### config.mk
export PLATFORM = sky130hd
export DESIGN_NAME = exec_int_pipe
export DESIGN_NICKNAME = d
export VERILOG_FILES = /design/src/rtl/exec_int_pipe.sv
export SDC_FILE = /design/constraint.sdc
export NUM_CORES = 1
export LEC_CHECK = 0
export BUFFER_PORTS_ARGS = -buffer_cell sky130_fd_sc_hd__clkbuf_2
export CAP_MARGIN = 0
export CORE_MARGIN = 5
export CORE_UTILIZATION = 50
export CTS_CLUSTER_DIAMETER = 30
export DETAILED_ROUTE_END_ITERATION = 16
export PLACE_DENSITY = 0.66
export SLEW_MARGIN = 10
export SYNTH_ARGS = -nofsm -noshare
export SYNTH_HDL_FRONTEND = slang
export SYNTH_SLANG_ARGS = --single-unit
export TNS_END_PERCENT = 30
### constraint.sdc
create_clock -name clk -period 13.72 [get_ports clk]
set_input_delay 0.686 -clock clk [delete_from_list [all_inputs] [get_ports clk]]
set_output_delay 0.686 -clock clk [all_outputs]
set_load 0.01 [all_outputs]
### src/rtl/exec_int_pipe.sv
// rtl/exec_int_pipe.sv - integer execution stage with in-order result FIFO
module exec_int_pipe #(
  parameter int XLEN  = 32,
  parameter int DEPTH = 4,
  parameter int TAGW  = 5
) (
  input  logic                       clk,
  input  logic                       rst_l,
  input  logic                       flush,
  input  logic                       issue_valid,
  output logic                       issue_ready,
  input  logic [3:0]                 issue_op,
  input  logic [XLEN-1:0]            issue_rs1,
  input  logic [XLEN-1:0]            issue_rs2,
  input  logic [TAGW-1:0]            issue_rd,
  output logic                       res_valid,
  input  logic                       res_ready,
  output logic [XLEN-1:0]            res_data,
  output logic [TAGW-1:0]            res_rd,
  output logic                       res_wen,
  output logic                       res_illegal,
  output logic [$clog2(DEPTH):0]     occupancy,
  output logic [31:0]                retired_cnt
);

  localparam int AW  = $clog2(DEPTH);
  localparam int SHW = $clog2(XLEN);
  localparam int ENW = XLEN + TAGW + 2;

  localparam logic [3:0] OP_NOP  = 4'd0;
  localparam logic [3:0] OP_ADD  = 4'd1;
  localparam logic [3:0] OP_SUB  = 4'd2;
  localparam logic [3:0] OP_AND  = 4'd3;
  localparam logic [3:0] OP_OR   = 4'd4;
  localparam logic [3:0] OP_XOR  = 4'd5;
  localparam logic [3:0] OP_SLL  = 4'd6;
  localparam logic [3:0] OP_SRL  = 4'd7;
  localparam logic [3:0] OP_SRA  = 4'd8;
  localparam logic [3:0] OP_SLT  = 4'd9;
  localparam logic [3:0] OP_SLTU = 4'd10;

  localparam logic [AW:0] FULL_CNT = (AW+1)'(DEPTH);

  logic [ENW-1:0]  mem_q [DEPTH];
  logic [ENW-1:0]  mem_d [DEPTH];
  logic [AW:0]     wr_ptr_q, wr_ptr_d;
  logic [AW:0]     rd_ptr_q, rd_ptr_d;
  logic [31:0]     retired_cnt_q, retired_cnt_d;
  logic            ready_q, ready_d;

  logic [XLEN-1:0] alu_data;
  logic            alu_legal;
  logic            alu_wen;
  logic [SHW-1:0]  shamt;
  logic            push;
  logic            pop;
  logic [ENW-1:0]  head;

  assign shamt = issue_rs2[SHW-1:0];

  always_comb begin
    alu_data  = '0;
    alu_legal = 1'b1;
    case (issue_op)
      OP_NOP:  alu_data = '0;
      OP_ADD:  alu_data = issue_rs1 + issue_rs2;
      OP_SUB:  alu_data = issue_rs1 - issue_rs2;
      OP_AND:  alu_data = issue_rs1 & issue_rs2;
      OP_OR:   alu_data = issue_rs1 | issue_rs2;
      OP_XOR:  alu_data = issue_rs1 ^ issue_rs2;
      OP_SLL:  alu_data = issue_rs1 << shamt;
      OP_SRL:  alu_data = issue_rs1 >> shamt;
      OP_SRA:  alu_data = $unsigned($signed(issue_rs1) >>> shamt);
      OP_SLT:  alu_data = {{(XLEN-1){1'b0}}, ($signed(issue_rs1) < $signed(issue_rs2))};
      OP_SLTU: alu_data = {{(XLEN-1){1'b0}}, (issue_rs1 < issue_rs2)};
      default: alu_legal = 1'b0;
    endcase
    // writes to x0 are architecturally discarded, so never request them
    alu_wen = alu_legal && (issue_op != OP_NOP) && (issue_rd != '0);
  end

  assign occupancy   = wr_ptr_q - rd_ptr_q;
  assign res_valid   = (occupancy != '0);
  assign issue_ready = ready_q && (occupancy != FULL_CNT);
  assign push        = issue_valid && issue_ready && !flush;
  assign pop         = res_valid && res_ready;

  assign head        = mem_q[rd_ptr_q[AW-1:0]];
  assign res_data    = head[XLEN-1:0];
  assign res_rd      = head[XLEN+TAGW-1:XLEN];
  assign res_wen     = head[XLEN+TAGW];
  assign res_illegal = head[XLEN+TAGW+1];
  assign retired_cnt = retired_cnt_q;

  always_comb begin
    mem_d         = mem_q;
    wr_ptr_d      = wr_ptr_q;
    rd_ptr_d      = rd_ptr_q;
    retired_cnt_d = retired_cnt_q;
    ready_d       = 1'b1;
    if (flush) begin
      wr_ptr_d = '0;
      rd_ptr_d = '0;
    end else begin
      if (push) begin
        mem_d[wr_ptr_q[AW-1:0]] = {!alu_legal, alu_wen, issue_rd, alu_data};
        wr_ptr_d = wr_ptr_q + (AW+1)'(1);
      end
      if (pop) begin
        rd_ptr_d      = rd_ptr_q + (AW+1)'(1);
        retired_cnt_d = retired_cnt_q + 32'd1;
      end
    end
  end

  // ready_q holds issue off until the first edge after reset releases
  always_ff @(posedge clk or posedge rst_l) begin
    if (rst_l) begin
      for (int i = 0; i < DEPTH; i++) mem_q[i] <= '0;
      wr_ptr_q      <= '0;
      rd_ptr_q      <= '0;
      retired_cnt_q <= '0;
      ready_q       <= 1'b0;
    end else begin
      mem_q         <= mem_d;
      wr_ptr_q      <= wr_ptr_d;
      rd_ptr_q      <= rd_ptr_d;
      retired_cnt_q <= retired_cnt_d;
      ready_q       <= ready_d;
    end
  end

endmodule

Yosys cells after proc, flatten, opt, wreduce, memory -nomap -nowiden
Cells that the tools add are included.

word-level totals
  word-level logic and storage cells = 69
  input port bits = 78
  register bits = 195

cells by class
  bitwise logic cells = 6
  add/subtract/negate cells = 6
  reduce and logical (&&, ||, !) cells = 18
  mux-type cells = 12
  $lt $le $gt $ge = 5
  equal/unequal tests = 11
  shift-type cells = 3

operators with widths
  kind                     count
  $pmux W32 S10            1
  $bwmux W156              1
  $mux W39                 3
  $bmux W39 S2             1
  $demux W39 S2            1
  $lt A32 B32 Y1           2
  $add A32 B1 Y32 const B  1
  $add A32 B32 Y32         1
  $and A32 B32 Y32         1
  $or A32 B32 Y32          1
  $shl A32 B5 Y32          1
  $shr A32 B5 Y32          1
  $sshr A32 B5 Y32         1
  $sub A32 B32 Y32         1
  $xor A32 B32 Y32         1
  $eq A4 B3 Y1 const B     4
  $eq A4 B4 Y1 const B     3
  $mux W3                  4
  $reduce_or A11 Y1        1
  $eq A4 B2 Y1 const B     2
  $logic_and A1 B1 Y1      7
  $add A3 B1 Y3 const B    2
  $ge A3 B3 Y1 const B     2
  $not A2 Y3               2
  13 further kinds         16

Longest topological paths before layout
  word-level depth = 7
  mapped depth = 15

Least setup slack after synthesis
No wires, ideal clock.

  path type = input-to-reg
  start = input port issue_rs2[3]
  end = register mem_q[108] (netlist bit)
  library setup time = 0.125 ns
  cell stages on the path = 15
  slack = 9.158 ns
  data arrival time = 4.438 ns
  path through = inv_1 clkbuf_1 buf_2 clkbuf_1 buf_1 ha_1 nor2_1 o211ai_1 a211oi_2 o21ai_1 a2111oi_0 o21ai_0 and4_1 a211o_1 mux2_2

on the way
  cells in the longest elaborated chain, start to end = 3
  elaborated cells between the ends (all ways) = 7
  those cells by class = add/sub: 2; shift: 3; mux: 2

ends and longest elaborated chain
  what                                      line  text
  from (decl)                               14    input logic [XLEN-1:0] issue_rs2,
  $sub A32 B32 Y32 (tied with other cells)  67    OP_SUB: alu_data = issue_rs1 - issue_rs2;
  $pmux W32 S10 *                           64    case (issue_op)
  $bwmux W156 *                             106   mem_d[wr_ptr_q[AW-1:0]] = {!alu_legal, alu_wen, issue_rd, alu_data};
  to (signal assigned)                      125   mem_q <= mem_d;
  to (decl)                                 44    logic [ENW-1:0] mem_q [DEPTH];

Mark *: on every way between the ends. The rest lies on a longest branch, timed or not.
A chain may end at the register's enable or synchronous reset.

Worst setup path in the final report
  start = input port issue_rs2[1]
  end = register mem_q[97] (netlist bit)

The elaborated chain is that of the path after synthesis.

==> metrics <==
Hold Buf Count CTS=0; number of synthesized flops with an enable pin=0; CP required=about 14 ns; Num CTS Buffers=17; Tcrit/Tclk final=0.3606; CP arrival=~5.2 ns; non-filler instance count after layout=about 2,500; Least-Margin Pin Slew=between 1 and 1.5 ns; max-slew violations=0; Worst Path Buf+Inv=4; largest net degree at the start of global routing=~130; Ant. Diodes=0; Initial Utilization=0.5029; RSZ-0062 raised after global routing=false; dominant synthesized flop cell=dfrtp_1; ordered list of cells on the worst path=clkbuf_2, buf_4, inv_2, ha_1, nor2_1, o211ai_1, a2111oi_0, buf_4, nor2_1, a21boi_1, o21ai_0, and3_1, nor4_1, o21ai_1; syn nets=~2,200; Area Growth Syn to Fin=8.434%; DRT Pass-1 Iters=8; Total Nets Final=around 2,300; Tot Pwr=2241 µW; drt initial violations=roughly 2,100; vias per inst=~6.7; Crit path max-delay family=buffers and inverters; register area share after synthesis=0.2741; number of fill cells=3,264; synth warn=0; initial antenna violation count=0; multi-input logic area=approximately 12,000 µm²; ANT nets after route=0; core area=about 35,000 µm²; IO Pins=154; Hold Vio Cnt, Final=0; Synth cell types=86; post-DP HPWL=between 50,000 and 60,000 µm; CP Max Fanout=66; CTS H-Tree Depth=4; synth top area cells=dfrtp_1 (27%), mux4_2 (12%), ha_1 (7.5%), nand2_1 (5.8%), mux2_2 (5.3%); WL final=about 67,000 µm; Die Ht=about 200 µm; Worst path slowest cell=nor4_1; Final Cell Area=19,300 µm²; Mapped Cells=around 2,000; layout cells sized above 1=0.2004; CTS clk-pin slew, worst paths=roughly 0.07 ns; share of the synthesized area in the top cell type=0.2741; wire per inst=26.48 µm; Overflow after GRT=0; Post-Syn Area per Cell=8.813 µm²; row count=between 60 and 70; total negative slack=0 ns; Worst setup EP type=register; Setup Fix Bufs, Post-CTS=0; Root Buffer Master=clkbuf_16; area leader, netlist=dfrtp_1; Clock Path Buffers=2; Post-Syn Area=17,800 µm²; Die W=around 200 µm; final setup fails=0; RD Place Congestion=1.017; clock skew=around 0.014 ns; Synth async-reset ratio=1.000; post-synthesis register bit count=~200; Fmax=~200 MHz; Total GRT Usage=0.3365; Residual DRC=0; Crit Path Category=input pin to register; CP max stage delay=between 0.8 and 0.9 ns; clk_lat worst skew=around 0.45 ns; power per cell area=around 120 nW/µm²; Port Buf Inserts=approximately 150; Max-Cap Viols=0; status=finished, final reports clean; Sink Count=a little under 200; DIE AREA=about 39,000 µm²; most common cell in the netlist=nand2_1; dpl cell area=roughly 19,000 µm²; max_slew headroom=0.2711; Reg area=~4900 µm²; Leakage=0.008728 µW; first-pass GRT wire length=101,900 µm; commonest cells in the synthesized netlist=nand2_1 (277), dfrtp_1 (195), nor2_1 (166), a21oi_1 (130), ha_1 (107); CTS tree=done; final core occ=0.5454; Resize count post-CTS=0; Vias=16,880; vias in the first global route=16,070; clock period minus final worst setup slack=between 4 and 5 ns; Peak supply drop=around 0.18 mV; Tightest Hold Check Type=input pin to asynchronous set/reset pin; Cells after DPL=roughly 2,500; CP Launch Type=input pin
report_power, final:
group	switching (µW)	internal, µW
Sequential	78.8	718
Combinational	540	399
Clock	244	262
routing by layer:
layer / global-route usage / vias to the layer above / share of wire
met2: 0.5188 / 938 / 0.45
met3: 0.05928 / 150 / 0.086
met4: 0.1160 / 0 / 0.042
li1: - / 7537 / -
met5: 0 / - / 0
met1: 0.4818 / 8254 / 0.43
layout make-up:
cell class	count	share of cell area
sequential	195	0.2529
clock buffer	17	0.02204
tap	461	0.02988
timing repair buffer	177	0.04913
inverter	108	0.02139
multi-input combinational	1564	0.6151
clock inverter	15	0.009528
logic make-up (layout without fill, tap and decap cells):
family                   count (synthesis)  in the layout  share of synthesized area
buffers and inverters                  261            317                    0.06002
AND/OR/NAND/NOR                        628            628                     0.1586
other                                    1              1                  0.0002106
AO/OA/AOI/OAI                          545            545                     0.2017
multiplexers                           239            239                     0.2066
adder cells (fa/ha/maj)                110            110                    0.07858
XOR/XNOR                                41             41                    0.02017
flip-flops                             195            195                     0.2741
flip-flops by register name (all words and copies together), names as in the netlist:
signal       flops
wr_ptr_q         3
rd_ptr_q         3
retired_cnt     32
ready_q          1
mem_q          156
metrics by stage:
stage / hold WS, ns / worst slack (ns)
2_1_floorplan: 0.4403 / 7.722
3_3_place_gp: 0.4533 / 8.564
3_5_place_dp: 0.4610 / 8.374
4_1_cts: 0.4556 / 8.886
5_1_grt: 0.4983 / 8.352
6_report: 0.4260 / 8.772
worst paths after layout:
path | start | to | slack [ns] | cells past startpoint
max | issue_rs2[1] | mem_q[97]$_DFFE_PP0P_ | 8.77 | 14
min | rst_l | retired_cnt[16]$_DFFE_PP0P_ | 0.43 | 2
max reg2reg | rd_ptr_q[1]$_DFFE_PP0P_ | retired_cnt[30]$_DFFE_PP0P_ | 9.90 | 13
min reg2reg | retired_cnt[31]$_DFFE_PP0P_ | retired_cnt[31]$_DFFE_PP0P_ | 0.47 | 1
max in group asynchronous | rst_l | mem_q[37]$_DFFE_PP0P_ | 11.87 | 3
min in group clk | retired_cnt[31]$_DFFE_PP0P_ | retired_cnt[31]$_DFFE_PP0P_ | 0.47 | 1
cell usage in the layout (no fill, tap or decap), types with 84 or more instances in the layout:
cell / count
mux2_2: 84
clkbuf_2: 152
o21ai_0: 89
nor2_1: 166
nand2_1: 277
ha_1: 107
dfrtp_1: 193
mux4_2: 93
a21oi_1: 130
inv_1: 100
Note: power is estimated with default switching activity, not from simulation.
